===== src/rtl/data_mem_arbiter.sv =====
// Core-priority arbiter for the single-port data RAM; grants and RAM mux are combinational, read data returns 1 cycle later.
// Backpressure via *_ready_o; a starved aux port gets one forced transfer that holds the core off for that cycle.
module data_mem_arbiter #(
    parameter int ADDR_W       = 32,
    parameter int DATA_W       = 32,
    parameter int STARVE_LIMIT = 8
) (
    input  logic              clk_i,
    input  logic              rst_i,
    input  logic              core_valid_i,
    input  logic              core_we_i,
    input  logic [1:0]        core_size_i,
    input  logic [ADDR_W-1:0] core_addr_i,
    input  logic [DATA_W-1:0] core_wdata_i,
    output logic              core_ready_o,
    output logic              core_rvalid_o,
    output logic [DATA_W-1:0] core_rdata_o,
    input  logic              aux_valid_i,
    input  logic              aux_we_i,
    input  logic [1:0]        aux_size_i,
    input  logic [ADDR_W-1:0] aux_addr_i,
    input  logic [DATA_W-1:0] aux_wdata_i,
    output logic              aux_ready_o,
    output logic              aux_rvalid_o,
    output logic [DATA_W-1:0] aux_rdata_o,
    output logic              mem_we_o,
    output logic [1:0]        mem_size_o,
    output logic [ADDR_W-1:0] mem_a_o,
    output logic [DATA_W-1:0] mem_wd_o,
    input  logic [DATA_W-1:0] mem_rd_i,
    output logic              force_aux_o
);

    localparam int CNT_W = $clog2(STARVE_LIMIT + 1);
    localparam logic [CNT_W-1:0] LIMIT = CNT_W'(STARVE_LIMIT);

    typedef struct packed {
        logic              we;
        logic [1:0]        size;
        logic [ADDR_W-1:0] addr;
        logic [DATA_W-1:0] wdata;
    } req_t;

    typedef enum logic {
        NORMAL = 1'b0,
        FORCE  = 1'b1
    } state_t;

    state_t           state_q, state_d;
    logic [CNT_W-1:0] cnt_q, cnt_d;
    logic             gnt_core, gnt_aux;
    req_t             core_req, aux_req, mem_req;

    assign core_req = {core_we_i, core_size_i, core_addr_i, core_wdata_i};
    assign aux_req  = {aux_we_i, aux_size_i, aux_addr_i, aux_wdata_i};

    assign gnt_core = core_valid_i & ~((state_q == FORCE) & aux_valid_i);
    assign gnt_aux  = aux_valid_i & (~core_valid_i | (state_q == FORCE));

    assign core_ready_o = gnt_core;
    assign aux_ready_o  = gnt_aux;
    assign force_aux_o  = (state_q == FORCE);

    // Idle bus parks at word size with everything else zero, so no write leaks without a grant.
    always_comb begin
        mem_req      = '0;
        mem_req.size = 2'b10;
        if (gnt_core) begin
            mem_req = core_req;
        end else if (gnt_aux) begin
            mem_req = aux_req;
        end
    end

    assign mem_we_o   = mem_req.we;
    assign mem_size_o = mem_req.size;
    assign mem_a_o    = mem_req.addr;
    assign mem_wd_o   = mem_req.wdata;

    always_comb begin
        cnt_d = '0;
        if (aux_valid_i && !gnt_aux) begin
            cnt_d = (cnt_q == LIMIT) ? cnt_q : cnt_q + 1'b1;
        end
    end

    always_comb begin
        state_d = state_q;
        case (state_q)
            NORMAL:  if (cnt_d == LIMIT) state_d = FORCE;
            FORCE:   if (gnt_aux || !aux_valid_i) state_d = NORMAL;
            default: state_d = NORMAL;
        endcase
    end

    always_ff @(posedge clk_i or posedge rst_i) begin
        if (rst_i) begin
            state_q <= NORMAL;
            cnt_q   <= '0;
        end else begin
            state_q <= state_d;
            cnt_q   <= cnt_d;
        end
    end

    // Read data is captured only for the port that owned the RAM this cycle.
    always_ff @(posedge clk_i or posedge rst_i) begin
        if (rst_i) begin
            core_rvalid_o <= 1'b0;
            core_rdata_o  <= '0;
            aux_rvalid_o  <= 1'b0;
            aux_rdata_o   <= '0;
        end else begin
            core_rvalid_o <= gnt_core & ~core_we_i;
            aux_rvalid_o  <= gnt_aux & ~aux_we_i;
            if (gnt_core && !core_we_i) core_rdata_o <= mem_rd_i;
            if (gnt_aux && !aux_we_i)   aux_rdata_o  <= mem_rd_i;
        end
    end

endmodule


===== config.mk =====
export PLATFORM = sky130hd
export DESIGN_NAME = data_mem_arbiter
export DESIGN_NICKNAME = d
export VERILOG_FILES = /design/src/rtl/data_mem_arbiter.sv
export SDC_FILE = /design/constraint.sdc
export NUM_CORES = 1
export LEC_CHECK = 0
export CAP_MARGIN = 15
export CELL_PAD_IN_SITES_DETAIL_PLACEMENT = 0
export CELL_PAD_IN_SITES_GLOBAL_PLACEMENT = 1
export CORE_ASPECT_RATIO = 1.1
export CORE_UTILIZATION = 20
export DETAILED_ROUTE_END_ITERATION = 10
export GPL_TIMING_DRIVEN = 0
export HOLD_SLACK_MARGIN = 0.1
export PLACE_DENSITY_LB_ADDON = 0.3
export SYNTH_ARGS = -nofsm -noshare
export SYNTH_HDL_FRONTEND = slang
export SYNTH_SLANG_ARGS = --single-unit

===== constraint.sdc =====
create_clock -name clk_i -period 2.2 [get_ports clk_i]
set_input_delay 0.44 -clock clk_i [delete_from_list [all_inputs] [get_ports clk_i]]
set_output_delay 0.44 -clock clk_i [all_outputs]
set_load 0.02 [all_outputs]

==> flow_summary_export.csv, run 1 <==
group,metric,value,unit
detailed_routing,vias,3429,
sta,tns,0,ps
worst_setup_path,cp.depth,7,
floorplanning,ios,306,
yosys,syn_avg_cell_area,13.5,um2
finish,finalCoreUtilization,42.4,%
floorplanning,start_util,20.7,%
yosys,synth-edff-count,0,
worst_setup_path,cp-startpoint,"force_aux_o",
detailed_routing,wl_per_cell,18.1,um
cts,cts_root_buf,"clkbuf_16",
run_status,outcome,"complete, no violations",
global_routing,use_met3,7.41,%
sta,maxSlewHeadroom,55.5,%
floorplanning,std_cell_rows,49,
power_and_ir_drop,peakVddDrop,342,uV
placed_design,placed_area,6740,um2
sta,timing.fmax,466,MHz
sta,finalSetupViolCount,0,
yosys,ys_types,27,
yosys,synth_most_common_cell,"dfrtp_1",
worst_hold_path,hp-class,"register to register",
sta,setup_slack,55.1,ps
global_routing,grt_pass1_wl,21600,um
power_and_ir_drop,p_leak,3.02,nW
cts,clk_latency,330,ps
finish,diodes,0,
worst_setup_path,path_common_cell,"buf_8",
yosys,syn_nets,424,
worst_setup_path,critPathTopFamily,"buffers and inverters",
worst_setup_path,worstRegToRegCells,6,
global_routing,grt_use_met1,18.1,%
global_routing,overflow,0,
finish,areaGrowthSynthToFinish,105,%
yosys,ys_ff_latch,71,
finish,drive_gt1_share,26.0,%
sta,hold_viol,0,
yosys,synthTopCellsByArea,"dfrtp_1 (52%), a22o_1 (17%), mux2_2 (12%)",
cts,cts_hold_repair.buffers,0,
detailed_routing,ant_nets,0,
sta,worst_slew_pin_slew,666,ps
finish,final_cell_area,6990,um2
yosys,synth_flop_cell,"dfrtp_1",
detailed_routing,wl,14200,um
yosys,synth-seq-area-share,52.1,%
placed_design,dp.cells,762,
yosys,async_reset_ff_share,100,%
sta,finalMaxSlewViolations,0,
cts,htreeDepth,3,
sta,fin_worst_skew,5.85,ps
detailed_routing,dr.pass1.iters,4,
cts,cts_max_path_buffers,2,
worst_setup_path,path_buf_inv,4,
floorplanning,die_x,126,um
global_routing,grt_pass1_vias,3688,
worst_setup_path,rr_endpoint,"core_rdata_o[11]",
worst_setup_path,reg2reg_from,"force_aux_o",
sta,post-route-period-util,97.5,%
cts,cts_sinks,71,
cts,numCtsBuffers,9,
power_and_ir_drop,p_per_area,678,nW/um2
worst_setup_path,cp.required,1760,ps
yosys,synth_common_cells,"dfrtp_1 (71), a22o_1 (66), mux2_2 (35), mux2_1 (29), buf_2 (9)",
global_routing,grt_use_total,16.3,%
detailed_routing,drtIter0Drc,106,
yosys,ys_warn_count,0,
detailed_routing,drcViolationCount,0,
worst_setup_path,crit_type,"register to primary output",
finish,nets,747,
global_routing,grt.busiest_layer,"met2",
worst_setup_path,crit_path_end_kind,"primary output",
placed_design,hpwl,11600,um
placed_design,port_buffers,305,
global_routing,grt_max_degree,44,
global_routing,antenna_found_initial,0,
floorplanning,dieArea,17600,um2
global_routing,grt_util_met2,27.6,%
placed_design,place_ws,-1120,ps
floorplanning,die_y,139,um
sta,holdWs,482,ps
sta,finalCriticalPeriod,2140,ps
yosys,synth_top_cell_by_area,"dfrtp_1",
placed_design,gp_congestion,0.848,
yosys,synth_cells,252,
detailed_routing,vias_per_cell,4.37,
cts,clk_pin_slew_worst_paths,50,ps
finish,layoutNonFillerInstCount,784,
sta,grt_setup_unrepaired,"true",
worst_setup_path,path_cells,"nor2b_4, nor2b_2, buf_8, buf_8, buf_8, a22o_1, buf_6",
cts,cts_tree,"done",
worst_setup_path,critPathMaxFanout,10,
yosys,syn_area,3410,um2
worst_setup_path,critical_path.startpoint_type,"register",
floorplanning,core-area,16500,um2
worst_setup_path,slowest_delay,440,ps
yosys,synth_top_area_share,52.1,%
power_and_ir_drop,fin_total_pwr,4.75,mW
run,maxCapViolCount,0,
worst_setup_path,critPathSlowestCell,"dfrtp_2",
worst_setup_path,arrival,1700,ps
worst_setup_path,reg2reg_slack,360,ps
worst_setup_path,crit_path_end,"mem_a_o[7]",
placed cells by master, fill, tap and decap left out, types with 3 or more instances in the layout:
cell	instances
a22o_1	66
buf_2	50
buf_4	14
buf_6	20
buf_8	5
clkbuf_16	10
clkdlybuf4s50_1	234
clkinv_2	3
dfrtp_1	70
dlygate4sd2_1	3
inv_1	4
mux2_1	29
mux2_2	35
nor2b_1	3
power breakdown:
part	leakage [nW]	switching [mW]	internal (mW)	total (mW)
clock	0.146	0.511	0.902	1.41
sequential	0.847	0.101	1.51	1.61
combinational	2.02	0.767	0.953	1.72
repair_timing:
action	in CTS	in global routing
setup endpoints to repair	69	52
setup buffers	5	0
gates resized for setup	306	51
pin swaps	2	1
gates cloned	1	1
worst reg2reg max path: stages (launching register included):
cell      delay (ps)
dfrtp_2          440
a21boi_4         230
buf_6            150
nor2b_1          110
buf_2            250
buf_6            200
mux2_1           340
logic make-up after synthesis:
kind of cell               after synthesis  synth area share (%)
AOI/OAI and AO/OA                       71                  18.0
DFF                                     71                  52.1
muxes                                   65                  21.4
buffers and inverters                   27                  4.41
and+or+nand+nor                         15                  3.01
adders and majority gates                2                 0.734
xor gates and xnor gates                 1                 0.257
routing by layer:
metal | share of wire, % | up-vias
met3 | 10 | 24
met2 | 51 | 165
met4 | 1.9 | 0
met5 | 0 | -
met1 | 37 | 1632
li1 | - | 1608
sequential cells by signal, indices dropped and copies added (netlist names):
register,flops
aux_rdata_o,32
aux_rvalid_o,1
cnt_q,4
core_rdata_o,32
core_rvalid_o,1
force_aux_o,1
worst min-delay path by stage:
stage,from,endpoint,slack (ps),cells past startpoint
after floorplan,cnt_q[3],cnt_q[3],560,2
after global placement,core_rdata_o[19],core_rdata_o[19],470,1
after detailed placement,core_rdata_o[6],core_rdata_o[6],470,1
after CTS,core_rdata_o[6],core_rdata_o[6],490,1
after global routing,core_rdata_o[25],core_rdata_o[25],490,1
final,core_rdata_o[1],core_rdata_o[1],480,1
area by class of cell:
class / instances / area [um2]
plain buffers: 21 / 215
clock buffers: 12 / 246
clock inverters: 4 / 45.0
fillers: 1619 / 9500
inverters: 5 / 22.5
multi-input cells: 154 / 1500
flip-flops and latches: 71 / 1780
well taps: 204 / 255
repair buffers: 313 / 2940
(Power assumes the default switching activity.)
==> run 2, diff against run 1 <==
Settings changed: CTS_CLUSTER_DIAMETER set to 200.
==> results of run 2 <==
The final DEF is identical to that of run 1; final timing and power are the same.
